--- config.mk ---
export PLATFORM = sky130hd
export DESIGN_NAME = hex_display_scanner
export DESIGN_NICKNAME = d
export VERILOG_FILES = /design/src/rtl/hex_display_scanner.sv
export SDC_FILE = /design/constraint.sdc
export NUM_CORES = 1
export LEC_CHECK = 0
export CAP_MARGIN = 20
export CORE_MARGIN = 3
export CORE_UTILIZATION = 46
export DETAILED_ROUTE_END_ITERATION = 7
export PLACE_DENSITY_LB_ADDON = 0.08
export SETUP_SLACK_MARGIN = 0.4
export SYNTH_ARGS = -nofsm -noshare
export SYNTH_HDL_FRONTEND = slang
export SYNTH_SLANG_ARGS = --single-unit
--- constraint.sdc ---
create_clock -name i_clk -period 3.05 [get_ports i_clk]
set_input_delay 0.305 -clock i_clk [delete_from_list [all_inputs] [get_ports i_clk]]
set_output_delay 0.305 -clock i_clk [all_outputs]
set_load 0.03 [all_outputs]
--- src/rtl/hex_display_scanner.sv ---
// rtl/hex_display_scanner.sv - scans the last four received bytes across eight multiplexed hex digits
module hex_display_scanner #(
    parameter int CLK_RATE     = 100000000,
    parameter int REFRESH_RATE = 10000
) (
    input  logic       i_clk,
    input  logic       i_rst_n,
    input  logic       i_rx_valid,
    input  logic [7:0] i_rx_byte,
    input  logic       i_clear,
    output logic [3:0] o_digit_nibble,
    output logic [7:0] o_anodes,
    output logic [7:0] o_rx_count
);
    localparam int DIV = CLK_RATE / REFRESH_RATE;
    localparam int CW  = $clog2(DIV);
    localparam logic [CW-1:0] TICK_LAST = CW'(DIV - 1);

    logic [CW-1:0]   tick_cnt;
    logic            tick;
    logic [2:0]      digit_idx;
    logic [3:0][7:0] hist;
    logic [2:0]      fill;

    logic [7:0] sel_byte;
    logic [3:0] sel_nibble;
    logic       blank;
    logic [7:0] next_anodes;

    assign tick = (tick_cnt == TICK_LAST);

    always_ff @(posedge i_clk or negedge i_rst_n) begin
        if (!i_rst_n) begin
            tick_cnt  <= '0;
            digit_idx <= 3'd0;
        end else begin
            tick_cnt  <= tick ? '0 : tick_cnt + 1'b1;
            if (tick)
                digit_idx <= digit_idx + 3'd1;
        end
    end

    // History shifts newest-first; clear takes priority and drops a simultaneous byte.
    always_ff @(posedge i_clk or negedge i_rst_n) begin
        if (!i_rst_n) begin
            hist       <= '0;
            fill       <= 3'd0;
            o_rx_count <= 8'd0;
        end else if (i_clear) begin
            hist       <= '0;
            fill       <= 3'd0;
            o_rx_count <= 8'd0;
        end else if (i_rx_valid) begin
            hist       <= {hist[2:0], i_rx_byte};
            fill       <= (fill == 3'd4) ? 3'd4 : fill + 3'd1;
            o_rx_count <= o_rx_count + 8'd1;
        end
    end

    // Digit pair n shows byte n; the pair is dark until at least n+1 bytes have arrived.
    always_comb begin
        sel_byte    = hist[digit_idx[2:1]];
        sel_nibble  = digit_idx[0] ? sel_byte[7:4] : sel_byte[3:0];
        blank       = (fill <= {1'b0, digit_idx[2:1]});
        next_anodes = blank ? 8'hFF : ~(8'd1 << digit_idx);
    end

    always_ff @(posedge i_clk or negedge i_rst_n) begin
        if (!i_rst_n) begin
            o_anodes       <= 8'hFF;
            o_digit_nibble <= 4'h0;
        end else begin
            o_anodes       <= next_anodes;
            o_digit_nibble <= blank ? 4'h0 : sel_nibble;
        end
    end
endmodule

==> results.tsv, run 1 <==
metric	value	unit
Top FF cell, synth	dfrtp_1	
Worst-path clk slew	70	ps
# DRC	0	
Synth Area in Simple Gates	15.85	%
Crit path arrival time	1520	ps
depth of the CTS H-tree	3	
commonest non-fill, non-tap cell in the layout	dfrtp_1	
status	complete, no violations	
CP Depth	1	
setup TNS	0	ps
fin worst setup slack	1223	ps
PortBufs	31	
hold bufs inserted after CTS	0	
# setup viols final	0	
count of pins over their slew limit	0	
die width	91.11	um
Mapped Cells	282	
post-synthesis compound-gate area fraction	2.516	%
post-synthesis mux area share	15.92	%
crit start category	register	
Overflow after GRT	0	
GR Util met1	21.94	%
vias in the first global route	2062	
RSZ-0062 raised after global routing	no	
CP endpoint kind	primary output	
pin count of the biggest net entering global routing	44	
critical-path cell list	clkdlybuf4s50_1	
I/O pin total	32	
met2 Use GR	22.56	%
Yosys reg bits	72	
drt first-iter violations	70	
Starting Density	48.24	%
Synth Cell Area	3332	sq um
VDD IR max	0.2455	mV
wire per inst	14.24	um
layout cells sized above 1	13.52	%
CTS Sinks	72	
pre-CTS WS	1318	ps
CTS tree	yes	
die area	8300	sq um
area share of fa/ha/maj cells after synthesis	4.506	%
initial antenna violation count	0	
xor/xnor share of the synthesized area	4.206	%
post-synth cell types	32	
fin crit period	1827	ps
ys async rst share	100.0	%
Highest Clock Rate	547.2	MHz
setup bufs post-CTS	0	
Buf/Inv on CP	1	
GRT Util Overall	15.35	%
WP data required	2740	ps
Final Skew	4.654	ps
Max Cap Viol	0	
DR vias	2101	
Register-to-Register Path Depth	5	
Min-Delay Path Class	in -> async	
Total Power	1863	uW
Final Wtd Congestion	0.7573	
critical path's slowest cell	clkdlybuf4s50_1	
diode count	0	
fill count	628	
Post-CTS Resized	0	
Die H	91.11	um
CP Max Fanout	1	
most frequent cells in the layout	dfrtp_1 (64), nor2_1 (46), mux2i_1 (35)	
slew margin rel.	49.42	%
vias per cell	5.075	
CTS buffer count	9	
Clock Root Buffer	clkbuf_8	
global-route wire length before repair	10.17	mm
core area	6907	sq um
drt first pass iters	4	
Post-Syn Nets	306	
number of synthesized flops with an enable pin	0	
GR peak layer	met2	
Final Hold Vio Count	0	
main combinational cell family by area after synthesis	multiplexers	
Worst-Margin Slew	758.8	ps
Rows	30	
period utilisation layout	59.92	%
total of warnings raised by yosys	0	
M3 GR Usage	2.983	%
CP top delay family	buffers and inverters	
Worst-Skew Late Latency	340	ps
Hold WS	39.10	ps
max incr delay on CP	660	ps
nets	338	
drt total wl	5.897	mm
ANT nets after route	0	
worst-case clock buffer depth	2	
Post-DP HPWL	3.918	mm
area growth from synthesis to final layout	17.42	%
Pleak	0.001776	uW
syn avg cell area	11.82	sq um
Cell Pwr Density	476.1	nW/um^2
sequential cell area fraction in the yosys report	54.37	%
Crit Path Category	reg -> out	
## kinds of logic after synthesis
| kind of cell | Yosys count |
|---|---|
| multiplexers | 43 |
| flip-flops | 72 |
| AND/OR/NAND/NOR | 104 |
| adder cells (fa/ha/maj) | 12 |
| AO/OA/AOI/OAI | 16 |
| buffers and inverters | 19 |
| XOR/XNOR | 16 |
## report_power, final
group          leakage (uW)  switching, uW  total, uW  internal [uW]
sequential         0.000952           16.8        994            977
combinational      0.000725           82.9        145           62.0
clock             0.0000989            333        724            392
total               0.00178            432       1860           1430
## flip-flops by register name, indices dropped and copies added (netlist names)
signal / flops
o_digit_nibble: 4
fill: 3
tick_cnt: 14
hist: 32
o_rx_count: 8
o_anodes: 8
digit_idx: 3
## synthesized netlist by cell type (2+ instances only)
cell,count,area share (%)
nand2b_1,2,0.38
nor2b_1,2,0.38
mux2i_1,35,11
mux4_2,8,5.4
dfrtp_1,64,48
and4b_1,2,0.60
nor2_1,46,5.2
buf_4,2,0.45
o21ai_0,6,0.90
dfstp_2,8,6.3
buf_2,7,1.1
xnor2_1,7,1.8
and3_1,2,0.38
nand4_1,4,0.75
or3_1,3,0.56
and4_1,2,0.53
ha_1,12,4.5
nand2_1,22,2.5
xor2_1,9,2.4
nand3_1,10,1.5
a21oi_1,9,1.4
nor3_2,2,0.60
inv_1,5,0.56
clkbuf_1,5,0.56
## cell type report
class	instances	area (sq um)	share of cell area [%]
Tap cell	96	120.1	3.070
Inverter	5	18.77	0.4797
Clock buffer	11	141.4	3.614
Sequential cell	72	1812	46.31
Timing Repair Buffer	35	342.8	8.762
Multi-Input combinational cell	191	1433	36.62
Clock inverter	4	45.04	1.151
## per-layer routing
metal  part of all wire [%]  vias up
met2                     44       41
li1                       -     1033
met1                     50     1019
met3                    3.8        8
met5                      0        -
met4                    1.8        0
## worst paths after layout
kind / start / endpoint / slack, ps
max: o_anodes[7]$_DFF_PN1_ / o_anodes[7] / 1220
min: i_rst_n / o_rx_count[0]$_DFFE_PN0P_ / 40
max reg2reg: digit_idx[1]$_DFFE_PN0N_ / o_digit_nibble[1]$_DFF_PN0_ / 1320
min reg2reg: tick_cnt[12]$_DFF_PN0_ / tick_cnt[12]$_DFF_PN0_ / 500
max in group asynchronous: i_rst_n / o_anodes[2]$_DFF_PN1_ / 2280
min in group i_clk: i_rx_valid / o_rx_count[0]$_DFFE_PN0P_ / 450
## through the flow
step	cell area, sq um	cells	util, %
floorplan	3332	282	-
global placement	3726	399	53.95
detailed placement	3726	399	53.95
CTS	3913	414	56.65
global route	3913	414	56.65
finish	3913	414	56.65
(Power assumes the default switching activity.)
==> inputs of run 2 (changes only) <==
- clock period: 3.05 -> 1.5 ns (I/O delays scaled with it)
==> results.tsv, run 2 (same netlist as run 1, synthesis figures left out) <==
metric	value	unit
Rows	30	
CTS Sinks	72	
area post-placement	3896	sq um
fin crit period	1341	ps
worst-case clock buffer depth	2	
Final Hold Vio Count	0	
Total Power	3754	uW
critical path's slowest cell	dfrtp_1	
Final Wtd Congestion	0.7740	
Min-Delay Path Class	in -> reg	
Worst-Skew Late Latency	340	ps
# setup viols final	0	
wire per inst	14.58	um
PortBufs	31	
initial antenna violation count	0	
Final Skew	13.08	ps
Pleak	0.002046	uW
vias in the first global route	2318	
Top reg by flops	hist	
drt total wl	6.519	mm
cell area after layout	4471	sq um
slew margin rel.	69.63	%
core area	6907	sq um
diode count	0	
die area	8300	sq um
vias per cell	5.074	
Largest regs	hist x32, tick_cnt x14	
pin count of the biggest net entering global routing	45	
drt first pass iters	4	
CP endpoint kind	register	
layout cells sized above 1	43.30	%
drt first-iter violations	131	
CP Max Fanout	7	
period utilisation layout	89.40	%
nets	370	
Max Cap Viol	0	
most frequent cells in the layout	dfrtp_1 (48), nor2_1 (41), mux2i_1 (35)	
Placed Instances	406	
DR vias	2268	
global-route wire length before repair	11.41	mm
commonest non-fill, non-tap cell in the layout	dfrtp_1	
Highest Clock Rate	745.7	MHz
VDD IR max	0.7465	mV
Starting Density	48.24	%
GRT Util Overall	17.26	%
Crit path arrival time	1560	ps
Clock Root Buffer	clkbuf_8	
max incr delay on CP	410	ps
max FFs per register	32	
WP data required	1720	ps
setup TNS	0	ps
Crit Path Category	reg -> reg	
status	complete, no violations	
Overflow after GRT	0	
crit start category	register	
count of pins over their slew limit	0	
area growth from synthesis to final layout	34.17	%
RSZ-0062 raised after global routing	yes	
ANT nets after route	0	
# DRC	0	
I/O pin total	32	
Worst-Margin Slew	455.5	ps
final non-filler cell total	447	
die width	91.11	um
Cell Pwr Density	839.8	nW/um^2
Hold WS	177.2	ps
Worst-path clk slew	80	ps
depth of the CTS H-tree	3	
CTS buffer count	9	
Die H	91.11	um
CTS tree	yes	
Post-DP HPWL	4.188	mm
critical-path cell list	ha_4 > and3_4 > and4_4 > buf_8 > xnor2_2	
==> run 2: changes by cell type in the layout (fill, tap and decap cells not counted), moves of 7 or more <==
cell	before	now
dfrtp_1	64	48
nand2_1	22	15
nand2_2	0	7
buf_6	0	19
clkdlybuf4s50_1	29	9
nand3_2	0	8
dfrtp_2	0	16
buf_4	3	27
nand3_1	10	2
==> run 2: path summary, 6_finish.rpt <==
| path | from | endpoint | slack, ps | depth (start not counted) |
|---|---|---|---|---|
| setup / recovery | tick_cnt[0]$_DFF_PN0_ | digit_idx[0]$_DFFE_PN0N_ | 160 | 5 |
| setup reg to reg | tick_cnt[0]$_DFF_PN0_ | digit_idx[0]$_DFFE_PN0N_ | 160 | 5 |
| max in group asynchronous | i_rst_n | o_anodes[3]$_DFF_PN1_ | 760 | 3 |
| min in group asynchronous | i_rst_n | o_rx_count[0]$_DFFE_PN0P_ | 190 | 2 |
| hold reg to reg | tick_cnt[12]$_DFF_PN0_ | tick_cnt[12]$_DFF_PN0_ | 510 | 1 |
| hold / removal | i_rx_valid | fill[0]$_DFFE_PN0P_ | 180 | 3 |
==> run 2: cell type report <==
class	instances	area (sq um)
Sequential cell	72	1832
Timing Repair Buffer	67	626.9
Tap cell	96	120.1
Multi-Input combinational cell	191	1694
Fill cell	570	2436
Clock inverter	1	5.005
Inverter	5	26.28
Clock buffer	15	166.4
==> run 2: per-stage QoR <==
| step | worst slack [ps] | util [%] |
|---|---|---|
| floorplan | 35.92 | - |
| global placement | 99.31 | 56.41 |
| detailed placement | 81.99 | 56.41 |
| CTS | 154.9 | 62.66 |
| global route | 95.07 | 64.73 |
| finish | 159.0 | 64.73 |
==> run 2: report_power, final <==
group	internal [uW]	total [uW]	switching [uW]
sequential	1990	2030	41.2
combinational	169	363	194
clock	693	1360	670
==> run 2: critical path: cells and delay by family (launching register included) <==
family | cells | cell delay, ps
fa+ha+maj | 1 | 190
flops | 1 | 410
buf+inv | 1 | 140
xor+xnor | 1 | 120
simple gates | 2 | 380
==> run 2: what timing repair did <==
item | CTS | global route
setup endpoints to repair | 49 | 51
resized for setup | 158 | 29
pin swaps | 22 | 8
buffers inserted | 16 | 8
endpoints found under the hold margin | 64 | 0
hold buffers | 1 | 0
==> run 2: metal layers <==
layer	share of wire, %	track usage (%)	vias to the layer above
li1	-	-	1099
met1	46	22.56	1121
met2	48	27.53	41
met3	3.9	5.220	7
met4	1.3	5.653	0
met5	0	0	-
